**src/rtl/vernam_uart_tx_if.sv**
```systemverilog
// PicoBlaze port bus as seen by the UART transmitter: write/read strobes, data, status and interrupt.
interface vernam_uart_tx_if;
   logic [7:0] port_id;
   logic       write_strobe;
   logic       read_strobe;
   logic [7:0] out_port;
   logic       interrupt_ack;
   logic [7:0] status;
   logic       irq;

   modport master (
      output port_id, write_strobe, read_strobe, out_port, interrupt_ack,
      input  status, irq
   );

   modport slave (
      input  port_id, write_strobe, read_strobe, out_port, interrupt_ack,
      output status, irq
   );
endinterface

```
**src/rtl/vernam_uart_tx.sv**
```systemverilog
// Buffers ciphertext bytes written by the cipher PicoBlaze in a small FIFO and
// serialises them as back-to-back UART 8N1 frames on tx.
module vernam_uart_tx #(
   parameter int unsigned CLKS_PER_BIT = 434,
   parameter int unsigned FIFO_DEPTH   = 16,
   parameter int unsigned PORT_BIT     = 4
) (
   input  logic            clk,
   input  logic            reset,
   vernam_uart_tx_if.slave bus,
   output logic            tx
);

   localparam int unsigned AW = (FIFO_DEPTH > 1) ? $clog2(FIFO_DEPTH) : 1;
   localparam int unsigned CW = $clog2(FIFO_DEPTH + 1);
   localparam int unsigned BW = (CLKS_PER_BIT > 1) ? $clog2(CLKS_PER_BIT) : 1;

   localparam logic [BW-1:0] BAUD_LAST  = BW'(CLKS_PER_BIT - 1);
   localparam logic [CW-1:0] COUNT_FULL = CW'(FIFO_DEPTH);
   localparam logic [2:0]    SEL_BIT    = 3'(PORT_BIT);

   typedef enum logic [1:0] {
      IDLE,
      START,
      DATA,
      STOP
   } state_t;

   state_t          state;
   logic [BW-1:0]   baud_cnt;
   logic [2:0]      bit_idx;
   logic [7:0]      shift_reg;

   logic [7:0]      mem [FIFO_DEPTH];
   logic [AW-1:0]   wr_ptr;
   logic [AW-1:0]   rd_ptr;
   logic [CW-1:0]   count;

   logic            overflow;
   logic            irq_q;

   logic            wr_sel;
   logic            rd_sel;
   logic            full;
   logic            empty;
   logic            busy;
   logic            push;
   logic            pop;
   logic            baud_done;
   logic            stop_done;
   logic            unused_port_bits;

   assign unused_port_bits = ^bus.port_id;

   assign wr_sel    = bus.write_strobe & bus.port_id[SEL_BIT];
   assign rd_sel    = bus.read_strobe  & bus.port_id[SEL_BIT];
   assign full      = (count == COUNT_FULL);
   assign empty     = (count == '0);
   assign busy      = (state != IDLE);
   assign baud_done = (baud_cnt == BAUD_LAST);
   assign stop_done = (state == STOP) && baud_done;

   // A full FIFO refuses the write even when the transmitter pops on the same edge.
   assign push = wr_sel & ~full;
   assign pop  = ~empty & ((state == IDLE) | stop_done);

   assign bus.status = {4'b0000, overflow, busy, full, empty};
   assign bus.irq    = irq_q;

   // FIFO storage
   always_ff @(posedge clk) begin
      if (!reset && push) begin
         mem[wr_ptr] <= bus.out_port;
      end
   end

   // FIFO pointers and occupancy
   always_ff @(posedge clk) begin
      if (reset) begin
         wr_ptr <= '0;
         rd_ptr <= '0;
         count  <= '0;
      end else begin
         if (push) begin
            wr_ptr <= wr_ptr + AW'(1);
         end
         if (pop) begin
            rd_ptr <= rd_ptr + AW'(1);
         end
         case ({push, pop})
            2'b10:   count <= count + CW'(1);
            2'b01:   count <= count - CW'(1);
            default: count <= count;
         endcase
      end
   end

   // Sticky overflow: a dropped write beats a simultaneous status read.
   always_ff @(posedge clk) begin
      if (reset) begin
         overflow <= 1'b0;
      end else if (wr_sel && full) begin
         overflow <= 1'b1;
      end else if (rd_sel) begin
         overflow <= 1'b0;
      end
   end

   // Queue-drained interrupt; acknowledge beats a same-edge set.
   always_ff @(posedge clk) begin
      if (reset) begin
         irq_q <= 1'b0;
      end else if (bus.interrupt_ack) begin
         irq_q <= 1'b0;
      end else if (stop_done && empty && !push) begin
         irq_q <= 1'b1;
      end
   end

   // Frame sequencer; tx is registered so the line never glitches.
   always_ff @(posedge clk) begin
      if (reset) begin
         state     <= IDLE;
         tx        <= 1'b1;
         baud_cnt  <= '0;
         bit_idx   <= '0;
         shift_reg <= '0;
      end else begin
         case (state)
            IDLE: begin
               tx       <= 1'b1;
               baud_cnt <= '0;
               if (pop) begin
                  shift_reg <= mem[rd_ptr];
                  state     <= START;
                  tx        <= 1'b0;
               end
            end
            START: begin
               if (baud_done) begin
                  baud_cnt <= '0;
                  bit_idx  <= '0;
                  state    <= DATA;
                  tx       <= shift_reg[0];
               end else begin
                  baud_cnt <= baud_cnt + BW'(1);
               end
            end
            DATA: begin
               if (baud_done) begin
                  baud_cnt <= '0;
                  if (bit_idx == 3'd7) begin
                     state <= STOP;
                     tx    <= 1'b1;
                  end else begin
                     bit_idx   <= bit_idx + 3'd1;
                     shift_reg <= {1'b0, shift_reg[7:1]};
                     tx        <= shift_reg[1];
                  end
               end else begin
                  baud_cnt <= baud_cnt + BW'(1);
               end
            end
            STOP: begin
               if (baud_done) begin
                  baud_cnt <= '0;
                  if (pop) begin
                     shift_reg <= mem[rd_ptr];
                     state     <= START;
                     tx        <= 1'b0;
                  end else begin
                     state <= IDLE;
                     tx    <= 1'b1;
                  end
               end else begin
                  baud_cnt <= baud_cnt + BW'(1);
               end
            end
            default: begin
               state <= IDLE;
               tx    <= 1'b1;
            end
         endcase
      end
   end

endmodule

```
**src/flat_wrapper.sv**
```systemverilog
// flat-port wrapper written by rule: the top's interface ports become plain ports
module vernam_uart_tx_flat 
#(
   parameter int unsigned CLKS_PER_BIT = 434,
   parameter int unsigned FIFO_DEPTH   = 16,
   parameter int unsigned PORT_BIT     = 4
)
  (clk, reset, tx, bus_port_id, bus_write_strobe, bus_read_strobe, bus_out_port, bus_interrupt_ack, bus_status, bus_irq);
  vernam_uart_tx_if bus_i ();
  input  logic clk;
  input  logic reset;
  output logic tx;
  input wire logic [$bits(bus_i.port_id)-1:0] bus_port_id;
  input wire logic [$bits(bus_i.write_strobe)-1:0] bus_write_strobe;
  input wire logic [$bits(bus_i.read_strobe)-1:0] bus_read_strobe;
  input wire logic [$bits(bus_i.out_port)-1:0] bus_out_port;
  input wire logic [$bits(bus_i.interrupt_ack)-1:0] bus_interrupt_ack;
  output wire logic [$bits(bus_i.status)-1:0] bus_status;
  output wire logic [$bits(bus_i.irq)-1:0] bus_irq;
  assign bus_i.port_id = bus_port_id;
  assign bus_i.write_strobe = bus_write_strobe;
  assign bus_i.read_strobe = bus_read_strobe;
  assign bus_i.out_port = bus_out_port;
  assign bus_i.interrupt_ack = bus_interrupt_ack;
  assign bus_status = bus_i.status;
  assign bus_irq = bus_i.irq;
  vernam_uart_tx #(.CLKS_PER_BIT(CLKS_PER_BIT), .FIFO_DEPTH(FIFO_DEPTH), .PORT_BIT(PORT_BIT)) u_core (.clk(clk), .reset(reset), .bus(bus_i), .tx(tx));
endmodule
```
**config.mk**
```make
export PLATFORM = sky130hd
export DESIGN_NAME = vernam_uart_tx_flat
export DESIGN_NICKNAME = d
export VERILOG_FILES = /design/src/rtl/vernam_uart_tx_if.sv /design/src/rtl/vernam_uart_tx.sv /design/src/flat_wrapper.sv
export SDC_FILE = /design/constraint.sdc
export NUM_CORES = 1
export LEC_CHECK = 0
export CAP_MARGIN = 20
export CORE_MARGIN = 2
export CORE_UTILIZATION = 65
export DETAILED_ROUTE_END_ITERATION = 10
export PLACE_DENSITY = 0.87
export RECOVER_POWER = 100
export REMOVE_ABC_BUFFERS = 1
export SLEW_MARGIN = 20
export SYNTH_ARGS = -nofsm -noshare
export SYNTH_HDL_FRONTEND = slang
export SYNTH_SLANG_ARGS = --single-unit
```
**constraint.sdc**
```tcl
create_clock -name clk -period 5 [get_ports clk]
set_clock_uncertainty 0.05 [all_clocks]
set_input_delay 1.25 -clock clk [delete_from_list [all_inputs] [get_ports clk]]
set_output_delay 1.25 -clock clk [all_outputs]
set_load 0.01 [all_outputs]
```
[Word-level counts from Yosys, hierarchy flattened]
Memories as Yosys holds them, arrays and structs flattened. A register that Yosys moved wholly into a read port is not among the register bits.
Index checks and enable logic that the tools add are counted.
Operators by class
  bitwise gates (word level): 7
  eq/ne operators: 14
  multiplexer cells: 31
  reduce and logical (&&, ||, !) cells: 20
  $add $sub $neg: 6
Operator list (number)
  $mux 8: 4
  $pmux 8 s3: 1
  $pmux 9 s2: 1
  $mux 1: 10
  $mux 2: 5
  $ne 2x1->1 const B: 5
  $pmux 5 s2: 1
  $add 9x1->9 const B: 1
  $eq 9x9->1 const B: 1
  $mux 3: 3
  $mux 9: 1
  $add 4x1->4 const B: 2
  $mux 4: 2
  $pmux 2 s4: 1
  $reduce_and 4->1: 2
  $reduce_bool 2->1: 4
  $eq 2x2->1 const B: 3
  $pmux 3 s2: 1
  $add 5x1->5 const B: 1
  $eq 5x5->1 const B: 1
  $logic_and 1x1->1: 5
  $logic_not 5->1: 1
  $reduce_and 5->1: 1
  $sub 5x1->5 const B: 1
  14 further kinds: 20
Word-level totals
  memories kept: 1
  word-level logic and storage cells: 89
  memory bits (writable): 128
  bits in registers: 38
  input port bits: 21
Memories
  u_core.mem: depth 16, width 8, rd ports 1, clocked after Yosys merged registers in 1, write ports 1, RTL line vernam_uart_tx.sv:34  | logic [7:0] mem [FIFO_DEPTH];

[Logic depth before layout (Yosys ltp)]
Gate-level depths: netlist of the first run.
  word-level depth: 7
  gate-level depth with buffers: 15

[Worst setup path after synthesis of the first run]
OpenSTA, ideal clock, no wires.
  kind: input -> register
  start: in bus_write_strobe
  end: reg u_core.count[4]
  arrival: 3.490 ns
  path buffers: 1
  library setup time: 0.128 ns
  cell stages on the path: 12
  path slack: 1.333 ns
  cell sequence: nand2_1 a21oi_1 inv_1 ha_1 clkbuf_1 xor2_1 ha_1 or3b_2 a211o_1 a21oi_1 xnor2_1 nor2_1
On the way
  cells in the longest elaborated chain, start to end: 4
  elaborated cells between the ends (all ways): 6
RTL lines
  start: declaration: RTL line flat_wrapper.sv:14  | input wire logic [$bits(bus_i.write_strobe)-1:0] bus_write_strobe;
  $and 1x1->1 *: RTL line vernam_uart_tx.sv:55  | assign wr_sel = bus.write_strobe & bus.port_id[SEL_BIT];
  $and 1x1->1 *: RTL line vernam_uart_tx.sv:64  | assign push = wr_sel & ~full;
  $eq 2x1->1 / $eq 2x2->1 (equally long branches): RTL line vernam_uart_tx.sv:90  | case ({push, pop})
  $pmux 5 s2 / $reduce_bool 2->1 (equally long branches)
  end signal: assignment: RTL line vernam_uart_tx.sv:91  | 2'b10: count <= count + CW'(1);
  end signal: assignment: RTL line vernam_uart_tx.sv:92  | 2'b01: count <= count - CW'(1);
  end signal: assignment: RTL line vernam_uart_tx.sv:93  | default: count <= count;
  end: declaration: RTL line vernam_uart_tx.sv:37  | logic [CW-1:0] count;
Mark *: on every way between the ends. The rest lies on a longest branch, timed or not.
A chain may end at the register's enable or synchronous reset.

[Worst setup path after layout of the first run]
  start: in bus_port_id[4]
  end: reg u_core.count[4]
On the way
  cells in the longest elaborated chain, start to end: 4
  elaborated cells between the ends (all ways): 6
RTL lines
  start: declaration: RTL line flat_wrapper.sv:13  | input wire logic [$bits(bus_i.port_id)-1:0] bus_port_id;
  $and 1x1->1 *: RTL line vernam_uart_tx.sv:55
  $and 1x1->1 *: RTL line vernam_uart_tx.sv:64
  $eq 2x1->1 / $eq 2x2->1 (equally long branches): RTL line vernam_uart_tx.sv:90
  $pmux 5 s2 / $reduce_bool 2->1 (equally long branches)
Marked as above.

==> metrics.md, run 1 <==
| Metric | Value |
|---|---|
| Compound-Gate Fraction of Synth Area | 7.09% |
| Hold Vio Cnt, Final | 0 |
| Worst Reg-to-Reg Cells | 12 |
| CP Data Arrival Time | 4.31 ns |
| Cells after Synth | 498 |
| Part of the power in combinational logic | 27.1% |
| Netlist cell types | 55 |
| Initial core utilization | 66.2% |
| Final period utilization | 79.5% |
| Hold path start | u_core.baud_cnt[0] |
| Mux cell area share after synthesis | 10.4% |
| Clock Latency Late Sink | 0.55 ns |
| Antenna violations before repair | 0 |
| Sw Share | 31.0% |
| Hold Path Class | register to register |
| Synth top area share | 53.8% |
| Worst setup EP type | register |
| Root Buffer Master | clkbuf_8 |
| Diodes inserted | 0 |
| Cell leakage power | 2.59 nW |
| Final WL | 13.9 mm |
| Final min period | 3.98 ns |
| Reg clk slew, reported paths | 0.06 ns |
| Syn_area_per_cell | 14.4 um^2 |
| Reg2reg setup slack | 1.47 ns |
| Setup TNS | 0 ns |
| CTS sink cnt | 170 |
| Adder-Cell Fraction of Synth Area | 3.15% |
| Post-route ant nets | 0 |
| Pin count of the biggest net entering global routing | 36 |
| DRC | 0 |
| Area growth from synthesis to layout | 10.8% |
| Vias | 4,190 |
| Post-synth top area cell | edfxtp_1 |
| Most common cell in the synthesized netlist | edfxtp_1 |
| DP HPWL | 8.80 mm |
| Initial DRT Pass Iterations | 5 |
| Worst endpoint required time | 5.33 ns |
| DR WL met2 | 7.16 mm |
| Site Rows | 38 |
| Worst Hold Path Cells | 1 |
| Finished Cell Area | 7920 um^2 |
| Synth cell count leaders | edfxtp_1, nor2_1, dfxtp_1, nand2_1, mux4_2 |
| Routability cong. | 0.860 |
| P_sw | 1.23 mW |
| Fill count | 640 |
| Sequential element share of the synthesized area | 65.5% |
| Port Buffer Count | 19 |
| Maxcap violations | 0 |
| YS warnings | 0 |
| DRT met1 WL | 5.59 mm |
| Mapped Area | 7150 um^2 |
| CTS tree | done |
| RR Endpoint | u_core.count[4] |
| Highest Clock Rate | 251 MHz |
| Worst R2R Start | u_core.state[0] |
| Die area | 11,900 um^2 |
| Top layer in use | met4 |
| Final setup vio count | 0 |
| Ports | 31 |
| Post-Synth XOR/XNOR Area | 1.84% |
| Ys async rst share | 0% |
| Critical path fanouts, max | 8 |
| Core area | 10,800 um^2 |
| Die extent in x | 109 um |
| Max-slew violations | 0 |
| RSZ-0062 raised after global routing | false |
| Hold Path End | u_core.baud_cnt[0] |
| Number of synthesized flops with an enable pin | 128 |
| Top FF cell, synth | edfxtp_1 |
| Hold_buf cts | 0 |
| Rel. slew slack | 15.1% |
| Status | finished clean |
| GR Util All Layers | 25.6% |
| Avg WL per Cell | 20.7 um |
| Worst-case clock buffer depth | 2 |
| Post-cts sizing count | 0 |
| Hold_ws | 0.412 ns |
| Main combinational cell family by area after synthesis | multiplexers |
| Internal | 2.73 mW |
| First-pass GRT wire length | 21.6 mm |
| Slew at the pin closest to its max-slew limit | 1.27 ns |
| Finished Layout Cells | 670 |
| Post-CTS Setup Inserts | 0 |
| Vias in the first global route | 4,120 |
| Via/cell ratio | 6.25 |
| Power per Cell Area | 500 nW/um^2 |
| Critical path class | input port to register |
| Synth Area in Simple Gates | 8.79% |
| Num CTS Buffers | 17 |
| Worst vdd ir | 429 uV |
| Area contributors post-synth | edfxtp_1, dfxtp_1, mux4_2, ha_1, nor2_1 |
| Pwr Total | 3.96 mW |
| Max reg flops | 128 |
| Met3 wire len | 896 um |
| Post-synthesis register bit count | 170 |
| Clock power frac | 29.2% |
| Seq pwr share | 43.7% |
| Type of origin of the critical path | input port |
| Fin nets | 556 |
| Placed cell area | 7420 um^2 |
| Placed insts | 638 |
| CTS HTree Levels | 4 |
| Ratio of cells with drive above 1 in the final layout | 12.1% |
| Drt initial violations | 431 |
| Die height | 109 um |
| Overflow left after global routing | 0 |
## kinds of logic (layout without fill, tap and decap cells)
group | after synthesis | count (layout)
and+or+nand+nor | 131 | 131
muxes | 42 | 42
adders and majority gates | 18 | 18
buffers and inverters | 47 | 76
xor gates and xnor gates | 15 | 15
other | 1 | 4
DFF | 170 | 170
AOI/OAI and AO/OA | 74 | 74
## power groups by stage
| stage | logic, mW | registers, mW | clock network [mW] |
|---|---|---|---|
| CTS | 1.08 | 1.73 | 1.17 |
| floorplan | 0.795 | 1.75 | 0 |
| global placement | 1.02 | 1.75 | 0 |
| finish | 1.07 | 1.73 | 1.16 |
| detailed placement | 1.07 | 1.76 | 0 |
| global route | 1.18 | 1.75 | 1.22 |
## critical path, stage by stage
cell           delay, ns
dlygate4sd3_1       0.57
nand2_1             0.09
a21oi_1             0.38
inv_1               0.17
ha_1                0.34
xor2_1              0.18
ha_1                0.24
or3b_2              0.46
a211o_1             0.28
a21oi_1             0.17
xnor2_1             0.13
nor2_1              0.05
## layer usage
metal  vias up  global-route usage (%)
li1       1913                       -
met5         -                       0
met1      2076                    32.5
met2       175                    42.4
met4         0                    9.62
met3        26                    7.17
## cell usage in the layout, fill, tap and decap left out, types with 8 or more instances in the layout
cell / n
dfxtp_1: 41
nor3_1: 12
mux4_2: 26
nor2_1: 48
o22ai_1: 8
dlygate4sd3_1: 16
clkbuf_16: 16
nand2_1: 30
ha_1: 18
o21ai_0: 15
a21oi_1: 16
edfxtp_1: 128
inv_1: 19
xor2_1: 8
mux2i_1: 15
## through the flow
step | setup WS (ns) | util (%)
finish | 1.02 | 73.4
detailed placement | 0.649 | 68.8
global route | 0.872 | 73.4
floorplan | 1.42 | -
global placement | 0.699 | 68.8
CTS | 1.18 | 73.5
## how the worst max path moves through the flow
stage	start	to	slack (ns)	depth (start not counted)
6_report	bus_port_id[4]	u_core.count[4]	1.02	12
4_1_cts	bus_port_id[4]	u_core.count[4]	1.18	12
3_5_place_dp	bus_port_id[4]	u_core.count[4]	0.65	12
5_1_grt	bus_port_id[4]	u_core.count[4]	0.87	12
2_1_floorplan	bus_write_strobe	u_core.count[4]	1.42	11
3_3_place_gp	bus_port_id[4]	u_core.count[4]	0.70	12
## cell type report
cell class	count	area, um^2	share of cell area, %
flip-flops and latches	170	4690	59.2
multi-input cells	284	2250	28.5
clock buffers	19	422	5.33
repair buffers	25	216	2.73
well taps	140	175	2.21
clock inverters	13	93.8	1.19
inverters	19	71.3	0.901
Note: power is estimated with default switching activity, not from simulation.
==> run 2, diff against run 1 <==
Settings changed: CORE_UTILIZATION 65 to 60, PLACE_DENSITY 0.87 to 0.81.
Clock period 5 ns to 4.1 ns, I/O delays scaled along.
==> metrics.md, run 2 (synthesis results as in run 1) <==
| Metric | Value |
|---|---|
| Worst endpoint required time | 4.31 ns (was 5.33 ns) |
| CTS sink cnt | 170 (unchanged) |
| Worst R2R Start | u_core.count[1] (was u_core.state[0]) |
| CP Data Arrival Time | 3.63 ns (was 4.31 ns) |
| Antenna violations before repair | 0 (unchanged) |
| Reg clk slew, reported paths | 0.06 ns (about the same) |
| Fin nets | 570 (was 556) |
| Footprint of the multi-input gates | 2250 um^2 (unchanged) |
| Post-cts sizing count | 0 (unchanged) |
| Worst Reg-to-Reg Cells | 11 (was 12) |
| Slowest cell on the critical path | dlygate4sd3_1 (unchanged) |
| Vias in the first global route | 4,138 (was 4,120) |
| Overflow left after global routing | 0 (unchanged) |
| Post-route ant nets | 0 (unchanged) |
| Core area | 11,500 um^2 (was 10,800 um^2) |
| Finished Layout Cells | 685 (was 670) |
| Hold Path Class | register to register (unchanged) |
| Met3 Use GR | 7.07% (was 7.17%) |
| Pin count of the biggest net entering global routing | 36 (unchanged) |
| Area growth from synthesis to layout | 11.7% (was 10.8%) |
| Worst setup EP type | register (unchanged) |
| Most common cell after layout, fill and taps aside | edfxtp_1 (unchanged) |
| Type of origin of the critical path | input port (unchanged) |
| RSZ-0062 raised after global routing | false (unchanged) |
| Crit-path cells | dlygate4sd3_1 -> nand2_1 -> a21oi_1 -> inv_1 -> ha_1 -> xor2_1 -> ha_1 -> or3b_2 -> a211o_1 -> a21oi_1 -> xnor2_1 -> nor2_1 (unchanged) |
| Vias | 4,131 (was 4,190) |
| Die area | 12,800 um^2 (was 11,900 um^2) |
| Initial DRT Pass Iterations | 8 (was 5) |
| Worst Setup SP | bus_port_id[4] (unchanged) |
| Hold_ws | 0.413 ns (was 0.412 ns) |
| Hold path start | u_core.shift_reg[7] (was u_core.baud_cnt[0]) |
| Hold_buf cts | 0 (unchanged) |
| CTS tree | done (unchanged) |
| Post-CTS Setup Inserts | 0 (unchanged) |
| Drt initial violations | 448 (was 431) |
| DP HPWL | 8.77 mm (was 8.80 mm) |
| Power per Cell Area | 604 nW/um^2 (was 500 nW/um^2) |
| Ports | 31 (unchanged) |
| Final period utilization | 83.5% |
| Setup TNS | 0 ns (unchanged) |
| Worst vdd ir | 388 uV (was 429 uV) |
| Reg2reg setup slack | 0.85 ns (was 1.47 ns) |
| Final WL | 13.3 mm (was 13.9 mm) |
| Worst-case clock buffer depth | 2 (unchanged) |
| Met2 Use GR | 37.8% (was 42.4%) |
| GR Util All Layers | 22.5% (was 25.6%) |
| Final min period | 3.42 ns |
| Avg WL per Cell | 19.5 um (was 20.7 um) |
| Cell leakage power | 2.60 nW (was 2.59 nW) |
| Hold Vio Cnt, Final | 0 (unchanged) |
| First-pass GRT wire length | 21.3 mm (was 21.6 mm) |
| Failing checks | design-rule violations |
| Placed insts | 655 (was 638) |
| DRC | 4 (was 0) |
| CP delay by family, top | buffers and inverters (was compound AO/OA/AOI/OAI gates) |
| Die height | 113 um (was 109 um) |
| Clock Latency Late Sink | 0.42 ns (was 0.55 ns) |
| RR Endpoint | u_core.count[4] (unchanged) |
| Layout Utilization | 69.3% (was 73.4%) |
| Max-slew violations | 0 (unchanged) |
| Final setup vio count | 0 (unchanged) |
| Via/cell ratio | 6.03 (was 6.25) |
| Grt met1 use | 28.1% (was 32.5%) |
| Status | finished with violations (was finished clean) |
| Root Buffer Master | clkbuf_16 (was clkbuf_8) |
| Highest Clock Rate | 292 MHz |
| Grt peak-use layer | met2 (unchanged) |
| Critical path fanouts, max | 4 (was 8) |
| Site Rows | 39 (was 38) |
| Fill count | 783 (was 640) |
| Critical path class | input port to register (unchanged) |
| Rel. slew slack | 14.9% (was 15.1%) |
| Reg area | 4690 um^2 (unchanged) |
| Routability cong. | 0.826 (was 0.860) |
| Die extent in x | 113 um (was 109 um) |
| CP max stage delay | 0.56 ns (was 0.57 ns) |
| Max reg flops | 128 (unchanged) |
| Hold Path End | u_core.shift_reg[7] (was u_core.baud_cnt[0]) |
| Slew at the pin closest to its max-slew limit | 1.28 ns (was 1.27 ns) |
| Maxcap violations | 0 (unchanged) |
| Ratio of cells with drive above 1 in the final layout | 12.2% (was 12.1%) |
| Most frequent cells in the layout | edfxtp_1, nor2_1, dfxtp_1, nand2_1, mux4_2 (unchanged) |
| Port Buffer Count | 19 (unchanged) |
| Worst Hold Path Cells | 2 (was 1) |
| CTS HTree Levels | 4 (unchanged) |
| Diodes inserted | 0 (unchanged) |
| Initial core utilization | 62.1% (was 66.2%) |
| Num CTS Buffers | 17 (unchanged) |
| Critical path buffers and inverters | 2 (unchanged) |
-- run 2: cell types whose count changed in the layout (fill, tap and decap cells not counted) --
cell / previous run / this run
clkinv_2: 3 / 2
clkbuf_8: 1 / 0
clkinv_1: 2 / 0
clkinv_4: 2 / 1
buf_4: 1 / 2
clkbuf_16: 16 / 17
inv_6: 4 / 3
clkbuf_1: 7 / 19
clkinvlp_4: 1 / 5
-- run 2: area by class of cell --
class,count,area share [%]
flip-flops and latches,170,58.7
multi-input cells,284,28.2
clock buffers,18,5.37
repair buffers,39,3.42
well taps,143,2.24
clock inverters,12,1.18
inverters,19,0.893
-- run 2: report_power, final --
| part | switching (mW) | total, mW | internal, mW |
|---|---|---|---|
| combinational | 0.658 | 1.29 | 0.630 |
| clock | 0.650 | 1.42 | 0.774 |
| sequential | 0.154 | 2.11 | 1.96 |
-- run 2: per-stage QoR --
stage | power [mW] | worst slack [ns] | cell area (um^2)
2_1_floorplan | 3.11 | 0.747 | 7010
3_5_place_dp | 3.45 | 0.365 | 7530
3_3_place_gp | 3.40 | 0.388 | 7530
5_1_grt | 5.08 | 0.552 | 7990
4_1_cts | 4.87 | 0.785 | 8050
6_report | 4.82 | 0.678 | 7990
-- run 2: metal layers --
layer,vias to the layer above,part of all wire [%]
met4,0,1.4
li1,1936,-
met5,-,0
met1,2057,41
met3,19,5.8
met2,119,52
-- run 2: worst min-delay path, cell delays in order (launching register included) --
cell,delay [ns]
dfxtp_1,0.33
nand2_1,0.04
o21ai_0,0.06
-- run 2: how the worst max path moves through the flow --
stage                                  to  slack (ns)  cells after the start
after CTS                 u_core.count[4]        0.78                     12
after global routing      u_core.count[4]        0.55                     12
final                     u_core.count[4]        0.68                     12
after floorplan           u_core.count[4]        0.75                     11
after global placement    u_core.count[4]        0.39                     12
after detailed placement  u_core.count[4]        0.37                     12
==> run 3, diff against run 2 <==
Clock period 4.1 ns to 3.3 ns, I/O delays scaled along.
==> metrics.md, run 3 (synthesis results as in run 1) <==
| Metric | Value |
|---|---|
| Worst-case clock buffer depth | 2 (unchanged) |
| Worst Setup SP | u_core.count[1] (was bus_port_id[4]) |
| Drt initial violations | 517 (was 448) |
| Max-slew violations | 0 (unchanged) |
| Final WL | 13.8 mm (was 13.3 mm) |
| RSZ-0062 raised after global routing | false (unchanged) |
| Initial DRT Pass Iterations | 8 (unchanged) |
| CTS HTree Levels | 4 (unchanged) |
| Maxcap violations | 0 (unchanged) |
| Avg WL per Cell | 19.9 um (was 19.5 um) |
| Post-route ant nets | 0 (unchanged) |
| Cell leakage power | 2.67 nW (was 2.60 nW) |
| Final setup vio count | 0 (unchanged) |
| Most frequent cells in the layout | edfxtp_1, nor2_1, dfxtp_1, nand2_1, mux4_2 (unchanged) |
| CP max stage delay | 0.61 ns (was 0.56 ns) |
| CTS sink cnt | 170 (unchanged) |
| Slowest cell on the critical path | dlygate4sd3_1 (unchanged) |
| Pin count of the biggest net entering global routing | 29 (was 36) |
| Worst setup EP type | output pin (was register) |
| Hold_ws | 0.400 ns (was 0.413 ns) |
| PnR worst setup slack | 0.121 ns (was 0.678 ns) |
| Power per Cell Area | 772 nW/um^2 (was 604 nW/um^2) |
| DP Worst Slack | -0.209 ns (was 0.365 ns) |
| Vias in the first global route | 4,307 (was 4,138) |
| Reg2reg setup slack | 0.19 ns (was 0.85 ns) |
| Overflow left after global routing | 0 (unchanged) |
| Reg clk slew, reported paths | 0.06 ns (about the same) |
| Highest Clock Rate | 315 MHz |
| DP HPWL | 8.97 mm (was 8.77 mm) |
| Most common cell after layout, fill and taps aside | edfxtp_1 (unchanged) |
| Hold_buf cts | 0 (unchanged) |
| Ratio of cells with drive above 1 in the final layout | 12.7% (was 12.2%) |
| GR Util All Layers | 23.4% (was 22.5%) |
| Initial core utilization | 62.1% (unchanged) |
| Hold Path Class | register to register (unchanged) |
| CP Data Arrival Time | 2.30 ns (was 3.63 ns) |
| Final period utilization | 96.3% |
| CTS tree | done (unchanged) |
| Crit-path cells | nor4_1 -> nand2_1 -> inv_1 -> dlygate4sd3_1 (was dlygate4sd3_1 -> nand2_1 -> a21oi_1 -> inv_1 -> ha_1 -> xor2_1 -> ha_1 -> or3b_2 -> a211o_1 -> a21oi_1 -> xnor2_1 -> nor2_1) |
| Diodes inserted | 0 (unchanged) |
| Root Buffer Master | clkbuf_16 (unchanged) |
| Worst vdd ir | 552 uV (was 388 uV) |
| Worst Hold Path Cells | 2 (unchanged) |
| Ports | 31 (unchanged) |
| CP Depth | 4 (was 12) |
| Max reg flops | 128 (unchanged) |
| Hold path start | u_core.overflow (was u_core.shift_reg[7]) |
| Die extent in x | 113 um (unchanged) |
| Status | finished with violations (unchanged) |
| Critical path fanouts, max | 9 (was 4) |
| Worst Reg-to-Reg Cells | 11 (unchanged) |
| Post-CTS Setup Inserts | 0 (unchanged) |
| Die area | 12,800 um^2 (unchanged) |
| Core area | 11,500 um^2 (unchanged) |
| Final min period | 3.18 ns |
| RR Endpoint | u_core.count[4] (unchanged) |
| First-pass GRT wire length | 22.4 mm (was 21.3 mm) |
| Site Rows | 39 (unchanged) |
| Port Buffer Count | 19 (unchanged) |
| Pwr Total | 6.23 mW (was 4.82 mW) |
| Type of origin of the critical path | register (was input port) |
| Critical path buffers and inverters | 2 (unchanged) |
| Via/cell ratio | 6.05 (was 6.03) |
| Post-cts sizing count | 0 (unchanged) |
| Critical path class | register to output pin (was input port to register) |
| Worst R2R Start | u_core.count[1] (unchanged) |
| Worst endpoint required time | 2.42 ns (was 4.31 ns) |
| Die height | 113 um (unchanged) |
| Failing checks | design-rule violations (unchanged) |
| Rel. slew slack | 30.4% (was 14.9%) |
| Vias | 4,204 (was 4,131) |
| Area growth from synthesis to layout | 12.9% (was 11.7%) |
| Hold Path End | u_core.overflow (was u_core.shift_reg[7]) |
| Slew at the pin closest to its max-slew limit | 1.04 ns (was 1.28 ns) |
| DRC | 4 (unchanged) |
| CP delay by family, top | simple AND/OR/NAND/NOR gates (was buffers and inverters) |
| Hold Vio Cnt, Final | 0 (unchanged) |
| Clock Latency Late Sink | 0.43 ns (was 0.42 ns) |
| Antenna violations before repair | 0 (unchanged) |
| Fin nets | 578 (was 570) |
| Num CTS Buffers | 17 (unchanged) |
| Routability cong. | 0.813 (was 0.826) |
run 3: cell count changes in the layout (fill, tap and decap cells not counted), moves of 2 or more:
cell        previous run  this run
buf_4                  2         6
bufinv_16              0         2
clkbuf_1              19        23
clkinvlp_4             5         0
inv_6                  3         5
run 3: stage by stage:
stage,area (um^2),util [%],cells,TNS [ns]
after global placement,7590,65.9,663,-0.0919
after floorplan,7010,-,473,0
after global routing,8070,70.1,695,0
final,8070,70.1,695,0
after detailed placement,7590,65.9,663,-0.209
after CTS,8180,71.0,695,0
run 3: cell type report:
class                   instances  area, um^2
fillers                       773        3450
well taps                     143         179
inverters                      19        71.3
multi-input cells             284        2230
clock inverters                14         159
flip-flops and latches        170        4690
repair buffers                 47         318
clock buffers                  18         429
run 3: how the worst max path moves through the flow:
stage	end	slack (ns)
after floorplan	u_core.count[4]	0.15
after global placement	u_core.count[4]	-0.09
after detailed placement	u_core.count[4]	-0.21
after CTS	bus_status[0]	0.21
after global routing	u_core.count[4]	0.03
final	bus_status[0]	0.12
run 3: worst register-to-register path, cell delays in order (launching register included):
cell and delay (ns):
dfxtp_1 0.39, nor4_1 0.54, nand2_1 0.21, o21a_1 0.18, ha_1 0.20, xor2_1 0.14, ha_1 0.21, or3b_2 0.45
a211o_1 0.27, a21oi_1 0.15, xnor2_1 0.14, nor2_1 0.05
run 3: layer usage:
metal,global-route usage [%],vias to the layer above,share of wire (%)
met5,0,-,0
met3,7.12,17,5.6
li1,-,1955,-
met4,7.56,0,1.4
met1,28.3,2098,40
met2,40.5,134,53
run 3: report_power, final:
| group | internal [mW] | switching [mW] |
|---|---|---|
| logic | 0.786 | 0.871 |
| clock network | 1.13 | 0.846 |
| registers | 2.43 | 0.158 |
